--- src/rtl/conv_pkg.sv ---
// Shared definitions for the 25-tap convolution scheduler: FSM state
// encoding and kernel geometry constants.
package conv_pkg;

    localparam int KSIZE = 5;               // kernel is KSIZE x KSIZE
    localparam int TAPS  = KSIZE * KSIZE;   // taps per window
    localparam int TAP_W = 8;               // bits per tap / pixel
    localparam int CNT_W = 5;               // fetch counter width, holds 0..TAPS
    localparam int RC_W  = 3;               // kernel row/column index width

    typedef enum logic [2:0] {
        IDLE,
        FETCH,
        CONV,
        WRITE,
        ADVANCE,
        FINISH
    } state_t;

endpackage

--- src/rtl/conv_addr_gen.sv ---
// Window address generator: maps window origin (x,y) plus kernel offset
// (r,c) to a source pixel address, and (x,y) to the destination address
// in the (IMG_W-4)-wide interior output image.
module conv_addr_gen
    import conv_pkg::*;
#(
    parameter int IMG_W  = 8,
    parameter int ADDR_W = 16
) (
    input  logic [ADDR_W-1:0] x,
    input  logic [ADDR_W-1:0] y,
    input  logic [RC_W-1:0]   r,
    input  logic [RC_W-1:0]   c,
    output logic [ADDR_W-1:0] rd_addr,
    output logic [ADDR_W-1:0] wr_addr
);

    // Row-major addressing in both source and destination images
    always_comb begin
        rd_addr = (y + ADDR_W'(r)) * ADDR_W'(IMG_W) + x + ADDR_W'(c);
        wr_addr = y * ADDR_W'(IMG_W - 4) + x;
    end

endmodule

--- src/rtl/conv_scheduler.sv ---
// Convolution scheduler: walks every interior 5x5 window of an IMG_W x IMG_H
// image, gathers the 25 pixels, hands them with the latched filter to an
// external convolution unit, and writes each result to destination memory.
// Optional build macro CONV_SCHED_NEG_CLAMP_EN: negative results are written
// as 0 instead of their saturated magnitude.
module conv_scheduler
    import conv_pkg::*;
#(
    parameter int IMG_W  = 8,
    parameter int IMG_H  = 8,
    parameter int ADDR_W = 16
) (
    input  logic                     clk,
    input  logic                     reset,
    input  logic                     go,
    input  logic [TAPS*TAP_W-1:0]    filter_in,
    output logic                     rd_en,
    output logic [ADDR_W-1:0]        rd_addr,
    input  logic [TAP_W-1:0]         rd_data,
    output logic [TAPS*TAP_W-1:0]    conv_a,
    output logic [TAPS*TAP_W-1:0]    conv_b,
    output logic                     conv_start,
    input  logic                     conv_done,
    input  logic [TAP_W-1:0]         conv_result,
    input  logic                     conv_sign,
    output logic                     wr_en,
    output logic [ADDR_W-1:0]        wr_addr,
    output logic [TAP_W-1:0]         wr_data,
    output logic                     busy,
    output logic                     done_all
);

    localparam logic [ADDR_W-1:0] X_LAST = ADDR_W'(IMG_W - 5);
    localparam logic [ADDR_W-1:0] Y_LAST = ADDR_W'(IMG_H - 5);
    localparam logic [CNT_W-1:0]  CNT_END = CNT_W'(TAPS);
    localparam logic [RC_W-1:0]   C_LAST = RC_W'(KSIZE - 1);

    state_t                   state_q, state_d;
    logic [ADDR_W-1:0]        x_q, x_d, y_q, y_d;
    logic [CNT_W-1:0]         cnt_q, cnt_d;
    logic [RC_W-1:0]          r_q, r_d, c_q, c_d;
    logic [TAPS*TAP_W-1:0]    conv_a_q, conv_a_d, conv_b_q, conv_b_d;
    logic                     rd_en_q, rd_en_d;
    logic [ADDR_W-1:0]        rd_addr_q, rd_addr_d;
    logic                     wr_en_q, wr_en_d;
    logic [ADDR_W-1:0]        wr_addr_q, wr_addr_d;
    logic [TAP_W-1:0]         wr_data_q, wr_data_d;
    logic                     conv_start_q, conv_start_d;
    logic                     busy_q, busy_d;
    logic                     done_all_q, done_all_d;
    logic [ADDR_W-1:0]        gen_rd_addr, gen_wr_addr;
    logic [TAP_W-1:0]         result_val;

    // Addresses are generated from next-state coordinates so that the
    // registered rd_addr/wr_addr line up with rd_en/wr_en.
    conv_addr_gen #(
        .IMG_W  (IMG_W),
        .ADDR_W (ADDR_W)
    ) u_addr_gen (
        .x       (x_d),
        .y       (y_d),
        .r       (r_d),
        .c       (c_d),
        .rd_addr (gen_rd_addr),
        .wr_addr (gen_wr_addr)
    );

`ifdef CONV_SCHED_NEG_CLAMP_EN
    // Negative sums are clamped to zero
    always_comb result_val = conv_sign ? '0 : conv_result;
`else
    // Magnitude output; the sign flag has no effect in this build
    logic unused_conv_sign;
    always_comb unused_conv_sign = conv_sign;
    always_comb result_val = conv_result;
`endif

    // Next-state and next-output computation for the window-walking FSM
    always_comb begin
        state_d    = state_q;
        x_d        = x_q;
        y_d        = y_q;
        cnt_d      = cnt_q;
        r_d        = r_q;
        c_d        = c_q;
        conv_a_d   = conv_a_q;
        conv_b_d   = conv_b_q;
        wr_en_d    = 1'b0;
        wr_addr_d  = wr_addr_q;
        wr_data_d  = wr_data_q;
        done_all_d = 1'b0;

        case (state_q)
            IDLE: begin
                if (go) begin
                    conv_b_d = filter_in;
                    x_d      = '0;
                    y_d      = '0;
                    cnt_d    = '0;
                    r_d      = '0;
                    c_d      = '0;
                    state_d  = FETCH;
                end
            end
            FETCH: begin
                // Data for tap cnt-1 arrives one cycle after its read
                if (cnt_q != '0) begin
                    conv_a_d[{cnt_q - CNT_W'(1), 3'b000} +: TAP_W] = rd_data;
                end
                if (cnt_q == CNT_END) begin
                    state_d = CONV;
                end else begin
                    cnt_d = cnt_q + CNT_W'(1);
                    if (c_q == C_LAST) begin
                        c_d = '0;
                        r_d = r_q + RC_W'(1);
                    end else begin
                        c_d = c_q + RC_W'(1);
                    end
                end
            end
            CONV: begin
                if (conv_done) begin
                    wr_en_d   = 1'b1;
                    wr_addr_d = gen_wr_addr;
                    wr_data_d = result_val;
                    state_d   = WRITE;
                end
            end
            WRITE: begin
                state_d = ADVANCE;
            end
            ADVANCE: begin
                cnt_d = '0;
                r_d   = '0;
                c_d   = '0;
                if (x_q == X_LAST) begin
                    x_d = '0;
                    if (y_q == Y_LAST) begin
                        done_all_d = 1'b1;
                        state_d    = FINISH;
                    end else begin
                        y_d     = y_q + ADDR_W'(1);
                        state_d = FETCH;
                    end
                end else begin
                    x_d     = x_q + ADDR_W'(1);
                    state_d = FETCH;
                end
            end
            FINISH: begin
                state_d = IDLE;
            end
            default: begin
                state_d = IDLE;
            end
        endcase

        // Registered strobes derived from where the FSM goes next
        rd_en_d      = (state_d == FETCH) && (cnt_d < CNT_END);
        rd_addr_d    = rd_en_d ? gen_rd_addr : rd_addr_q;
        conv_start_d = (state_d == CONV);
        busy_d       = (state_d != IDLE);
    end

    // State and output registers; reset aborts a pass immediately
    always_ff @(posedge clk or posedge reset) begin
        if (reset) begin
            state_q      <= IDLE;
            x_q          <= '0;
            y_q          <= '0;
            cnt_q        <= '0;
            r_q          <= '0;
            c_q          <= '0;
            conv_a_q     <= '0;
            conv_b_q     <= '0;
            rd_en_q      <= 1'b0;
            rd_addr_q    <= '0;
            wr_en_q      <= 1'b0;
            wr_addr_q    <= '0;
            wr_data_q    <= '0;
            conv_start_q <= 1'b0;
            busy_q       <= 1'b0;
            done_all_q   <= 1'b0;
        end else begin
            state_q      <= state_d;
            x_q          <= x_d;
            y_q          <= y_d;
            cnt_q        <= cnt_d;
            r_q          <= r_d;
            c_q          <= c_d;
            conv_a_q     <= conv_a_d;
            conv_b_q     <= conv_b_d;
            rd_en_q      <= rd_en_d;
            rd_addr_q    <= rd_addr_d;
            wr_en_q      <= wr_en_d;
            wr_addr_q    <= wr_addr_d;
            wr_data_q    <= wr_data_d;
            conv_start_q <= conv_start_d;
            busy_q       <= busy_d;
            done_all_q   <= done_all_d;
        end
    end

    assign rd_en      = rd_en_q;
    assign rd_addr    = rd_addr_q;
    assign conv_a     = conv_a_q;
    assign conv_b     = conv_b_q;
    assign conv_start = conv_start_q;
    assign wr_en      = wr_en_q;
    assign wr_addr    = wr_addr_q;
    assign wr_data    = wr_data_q;
    assign busy       = busy_q;
    assign done_all   = done_all_q;

endmodule

--- config.mk ---
export PLATFORM = sky130hd
export DESIGN_NAME = conv_scheduler
export DESIGN_NICKNAME = d
export VERILOG_FILES = /design/src/rtl/conv_pkg.sv /design/src/rtl/conv_addr_gen.sv /design/src/rtl/conv_scheduler.sv
export SDC_FILE = /design/constraint.sdc
export NUM_CORES = 1
export LEC_CHECK = 0
export CORE_AREA = 8 8 252 254
export CTS_CLUSTER_DIAMETER = 80
export DETAILED_ROUTE_END_ITERATION = 10
export DIE_AREA = 0 0 260 262
export PLACE_DENSITY_LB_ADDON = 0.15
export SLEW_MARGIN = 20
export SYNTH_ARGS = -nofsm -noshare
export SYNTH_HDL_FRONTEND = slang
export SYNTH_SLANG_ARGS = --single-unit
--- constraint.sdc ---
create_clock -name clk -period 19.1 [get_ports clk]
set_clock_uncertainty 0.2 [all_clocks]
set_input_delay 2.865 -clock clk [delete_from_list [all_inputs] [get_ports clk]]
set_output_delay 2.865 -clock clk [all_outputs]
set_load 0.02 [all_outputs]
Yosys cells after proc, flatten, opt, wreduce, memory -nomap -nowiden
Index checks and enable logic that the tools add are counted.
{"block": "totals", "ff_bits": 491, "latch_bits": 0, "ram_bits": 0, "mem_bits_ro": 0, "in_bits": 221, "elab_cells": 77, "mem_count": 0}
{"block": "classes", "n_addsub": 11, "n_mul": 0, "div_mod_pow": 0, "magnitude_cmp": 1, "eq_ne": 10, "shift": 2, "n_mux": 30, "bitwise_logic": 0, "n_reduce_logical": 7}
{"op": "$bwmux 200", "n": 1}
{"op": "$shift 8x10->200 const A", "n": 1}
{"op": "$shiftx 8x10->200", "n": 1}
{"op": "$mux 16", "n": 5}
{"op": "$pmux 16 s2", "n": 2}
{"op": "$mux 3", "n": 11}
{"op": "$add 16x1->16 const B", "n": 2}
{"op": "$add 16x16->16", "n": 2}
{"op": "$eq 16x2->1 const B", "n": 2}
{"op": "$pmux 3 s3", "n": 2}
{"op": "$add 16x3->16", "n": 1}
{"op": "$pmux 3 s5", "n": 1}
{"op": "$pmux 5 s3", "n": 1}
{"op": "$add 13x3->13", "n": 1}
{"op": "$mux 5", "n": 2}
{"op": "$neg 8->10", "n": 1}
{"op": "$eq 3x2->1 const B", "n": 3}
{"op": "$add 3x1->3 const B", "n": 2}
{"op": "$eq 3x1->1 const B", "n": 2}
{"op": "$eq 3x3->1 const B", "n": 2}
{"op": "$reduce_and 2->1", "n": 3}
{"op": "$add 5x1->5 const B", "n": 1}
{"op": "$eq 5x5->1 const B", "n": 1}
{"op": "$lt 5x5->1 const B", "n": 1}
{"op": "6 further kinds", "n": 10}

Logic depth before layout (Yosys ltp)
{"block": "depth", "ltp_word": 7, "ltp_mapped": 23}

Hierarchy
Synthesis repeated with hierarchy kept, for this count alone.
{"block": "hier_totals", "cells_unflattened": 1627, "hier_area_um2": 21668.3}
{"module": "conv_scheduler", "n_inst": 1, "cells_each": 1397, "area_per_inst_um2": 19975.4}
{"module": "conv_addr_gen", "n_inst": 1, "cells_each": 230, "area_per_inst_um2": 1692.9}

Least setup slack after synthesis
OpenSTA, ideal clock, no wires.
{"block": "synth_timing", "path_type": "input to register", "startpoint": "in go", "endpoint": "reg rd_addr_q[15], in the netlist rd_addr[15]", "setup_ns": 0.125, "arrival_ns": 6.564, "path_slack_ns": 12.211, "cell_stages": 20, "path_cell_list": "nor2_1 > nor2_1 > clkbuf_1 > o21ai_0 > nand2_1 > o21ai_0 > ha_1 > fa_1 > a21oi_1 > nor3_4 > nand2_1 > xnor2_1 > ha_1 > and3_1 > a21oi_1 > o21ai_0 > o41ai_1 > o21ai_0 > xnor2_1 > mux2_2"}
{"block": "synth_via", "elab_chain_len": 5, "elab_cells_between_ends": 18, "classes_between": "add/sub: 3; order compare: 1; eq/ne: 1; mux: 12; reduce/logical: 1"}
{"element": "start, declared", "line_no": "conv_scheduler.sv:15", "rtl": "input logic go,"}
{"element": "$mux 16", "line_no": "conv_scheduler.sv:95", "rtl": "if (go) begin"}
{"element": "$pmux 16 s2", "line_no": "conv_scheduler.sv:93", "rtl": "case (state_q)"}
{"element": "via u_addr_gen.y[0]", "line_no": "conv_addr_gen.sv:11", "rtl": "input logic [ADDR_W-1:0] y,"}
{"element": "$add 13x3->13", "line_no": "conv_addr_gen.sv:20", "rtl": "rd_addr = (y + ADDR_W'(r)) * ADDR_W'(IMG_W) + x + ADDR_W'(c);"}
{"element": "$add 16x16->16", "line_no": "conv_addr_gen.sv:20"}
{"element": "$add 16x3->16", "line_no": "conv_addr_gen.sv:20"}
{"element": "end signal, assigned", "line_no": "conv_scheduler.sv:195", "rtl": "rd_addr_q <= rd_addr_d;"}
{"element": "end, declared", "line_no": "conv_scheduler.sv:44", "rtl": "logic [ADDR_W-1:0] rd_addr_q, rd_addr_d;"}
The timed path passes the listed nets, and every way through them passes these cells.
A chain may end at the register's enable or synchronous reset.

Worst setup path in the final report
Ends and elaborated chain as after synthesis.

==> results.json <==
{
  "drc": 0,
  "core_area_sq_um": 59600,
  "ctsRootBufferMaster": "clkbuf_16",
  "yosys-top-cells-area": "dfrtp_1, mux2_2, nand2_1",
  "dr.pass1.iters": 6,
  "synth_edf_count": 0,
  "grt_util_all_layers": 0.191,
  "finalCritPeriodShare": 0.427,
  "drive_above_1_share": 0.192,
  "cp-end-kind": "register",
  "slew_violations": 0,
  "setup_tns_ns": 0,
  "area_delta_synth_final_pct": 44.4,
  "final_common_cell": "clkdlybuf4s50_1",
  "num_io_pins": 666,
  "drtAntennaViolNets": 0,
  "hold_viol": 0,
  "clk_latency_ns": 0.59,
  "finalSetupViolCount": 0,
  "fin_cells": 3169,
  "holdCritPathClass": "register to register",
  "syn-cell-area_sq_um": 20900,
  "dpl_worst_slack_ns": 10.37,
  "holdWs_ns": 0.276,
  "clk_pin_slew_ns": 0.06,
  "synth_fp_nets": 1946,
  "worstSetupStartpointType": "primary input",
  "synth_top_area_frac": 0.589,
  "die_area_sq_um": 68100,
  "finalWirelength_mm": 68.2,
  "status": "completed",
  "final_cell_mix": "clkdlybuf4s50_1, dfrtp_1, mux2_2",
  "synthFlopType": "dfrtp_1",
  "synthCells": 1679,
  "power_leakage_nw": 12.8,
  "die_x_microns": 260,
  "gr-total-overflow": 0,
  "grt_pass1_wl_mm": 102,
  "tightest_slew_ns": 1.04,
  "slew_headroom": 0.310,
  "rows": 90,
  "wl_per_cell_microns": 21.5,
  "ctsResizeCount": 0,
  "critical_path.max_fanout": 12,
  "grt_pass1_vias": 16500,
  "ctsHoldBuffers": 0,
  "cts_buffers": 55,
  "start_util": 0.350,
  "yosys_warnings": 0,
  "synth-async-reset-ratio": 1.00,
  "num_vias": 15500,
  "syn_avg_cell_area_sq_um": 12.4,
  "yosysSeqAreaShare": 0.589,
  "die_h_microns": 262,
  "numPortBuffers": 664,
  "drt_iter0_markers": 621,
  "max_freq_mhz": 123,
  "drv_cap": 0,
  "dp_hpwl_mm": 52.4,
  "timing.final.ws_setup_ns": 10.94,
  "nets": 2605,
  "min_period_ns": 8.16,
  "htreeDepth": 2,
  "critPathKind": "primary input to register",
  "grt_setup_unrepaired": "no",
  "power_density_nw_per_um2": 187,
  "ys_seq_elements": 491,
  "worstPathArrival_ns": 8.43,
  "synth_top_cell_by_area": "dfrtp_1",
  "clock_sinks": 491,
  "ys_types": 63,
  "cts_tree": "done",
  "viasPerCell": 4.88,
  "globalplace.congestion": 0.824,
  "cts_setup_buffers": 0,
  "cts_buffer_depth": 3,
  "vdd_drop_max_uv": 105,
  "grt_max_degree": 148,
  "crit_required_ns": 19.37,
  "grt_antenna_before_repair": 8,
  "place_inst": 3063
}
power by group:
part           switching (mW)  internal (mW)  total (mW)
clock                   0.432          0.608        1.04
sequential              0.297           1.53        1.82
combinational            1.46           1.30        2.76
logic make-up (layout without fill, tap and decap cells):
| family | Yosys count | count (layout) | share of synthesized area |
|---|---|---|---|
| xor gates and xnor gates | 48 | 48 | 0.0201 |
| AOI/OAI and AO/OA | 238 | 238 | 0.0675 |
| and+or+nand+nor | 407 | 407 | 0.0903 |
| DFF | 491 | 491 | 0.589 |
| buffers and inverters | 106 | 812 | 0.0198 |
| muxes | 343 | 343 | 0.185 |
| adders and majority gates | 46 | 46 | 0.0287 |
| other | 0 | 2 | 0 |
worst paths after layout:
| kind | from | end | slack [ns] | cells past startpoint |
|---|---|---|---|---|
| max | go | rd_addr[15]$_DFFE_PP0P_ | 10.94 | 20 |
| min | wr_data[0]$_DFFE_PP0P_ | wr_data[0]$_DFFE_PP0P_ | 0.28 | 2 |
| max reg2reg | x_q[0]$_DFF_PP0_ | rd_addr[15]$_DFFE_PP0P_ | 12.90 | 21 |
| min reg2reg | wr_data[0]$_DFFE_PP0P_ | wr_data[0]$_DFFE_PP0P_ | 0.28 | 2 |
| max in group asynchronous | reset | conv_b[42]$_DFFE_PP0P_ | 13.96 | 4 |
| min in group asynchronous | reset | conv_a[152]$_DFFE_PP0P_ | 2.59 | 2 |
sequential cells by signal, indices dropped and copies added, names as in the netlist, 3 cells and up:
name and flops:
x_q 16, wr_data 8, cnt_q 5, wr_addr 16, c_q 3, y_q 16, r_q 3, state_q 3
conv_a 200, rd_addr 16, conv_b 200
worst max-delay path, stage by stage:
cell and delay (ns):
clkdlybuf4s50_1 0.56, nor2_1 0.13, nor2_1 0.74, o21ai_0 0.39
nand2_1 0.15, o21ai_0 0.19, ha_1 0.27, fa_1 0.40
a21oi_1 0.32, nor3_4 0.11, nand2_1 0.09, xnor2_1 0.18
ha_1 0.33, and3_1 0.20, a21oi_1 0.21, o21ai_0 0.17
o41ai_1 0.47, o21ai_0 0.21, xnor2_1 0.17, mux2_2 0.26
area by class of cell:
cell class              instances  area (sq um)
fillers                      5268         29400
flip-flops and latches        491         12300
multi-input cells            1082          8180
repair buffers                677          6760
clock buffers                  85          1640
well taps                     782           978
clock inverters                19           165
inverters                      31           124
diodes                          2          5.00
layer usage:
metal | track usage | up-vias | wire [microns]
met2 | 0.342 | 451 | 35500
met4 | 0.0391 | 8 | 1130
met5 | 0 | - | 54
met1 | 0.225 | 7671 | 26400
li1 | - | 7246 | -
met3 | 0.0595 | 84 | 5120
Yosys cell counts (4+ instances only):
cell type,n
a21o_1,5
a21oi_1,32
a22o_1,6
a31oi_1,11
and2_1,14
and3_1,12
and4_1,4
buf_2,7
clkbuf_1,65
dfrtp_1,491
ha_1,43
inv_1,30
mux2_2,338
nand2_1,222
nand2b_1,5
nand3_1,25
nand4_1,11
nor2_1,53
nor2b_1,6
nor3_1,19
nor4_1,9
nor4b_1,4
o211ai_1,6
o21ai_0,117
o21ai_1,10
o31ai_1,21
xnor2_1,28
xor2_1,20
metrics by stage:
| stage | power [mW] | utilization | cell area (sq um) |
|---|---|---|---|
| after global placement | 4.59 | 0.476 | 28300 |
| final | 5.63 | 0.506 | 30100 |
| after floorplan | 3.23 | - | 20900 |
| after detailed placement | 4.64 | 0.476 | 28300 |
| after CTS | 5.72 | 0.506 | 30100 |
| after global routing | 5.94 | 0.506 | 30100 |
(Power assumes the default switching activity.)
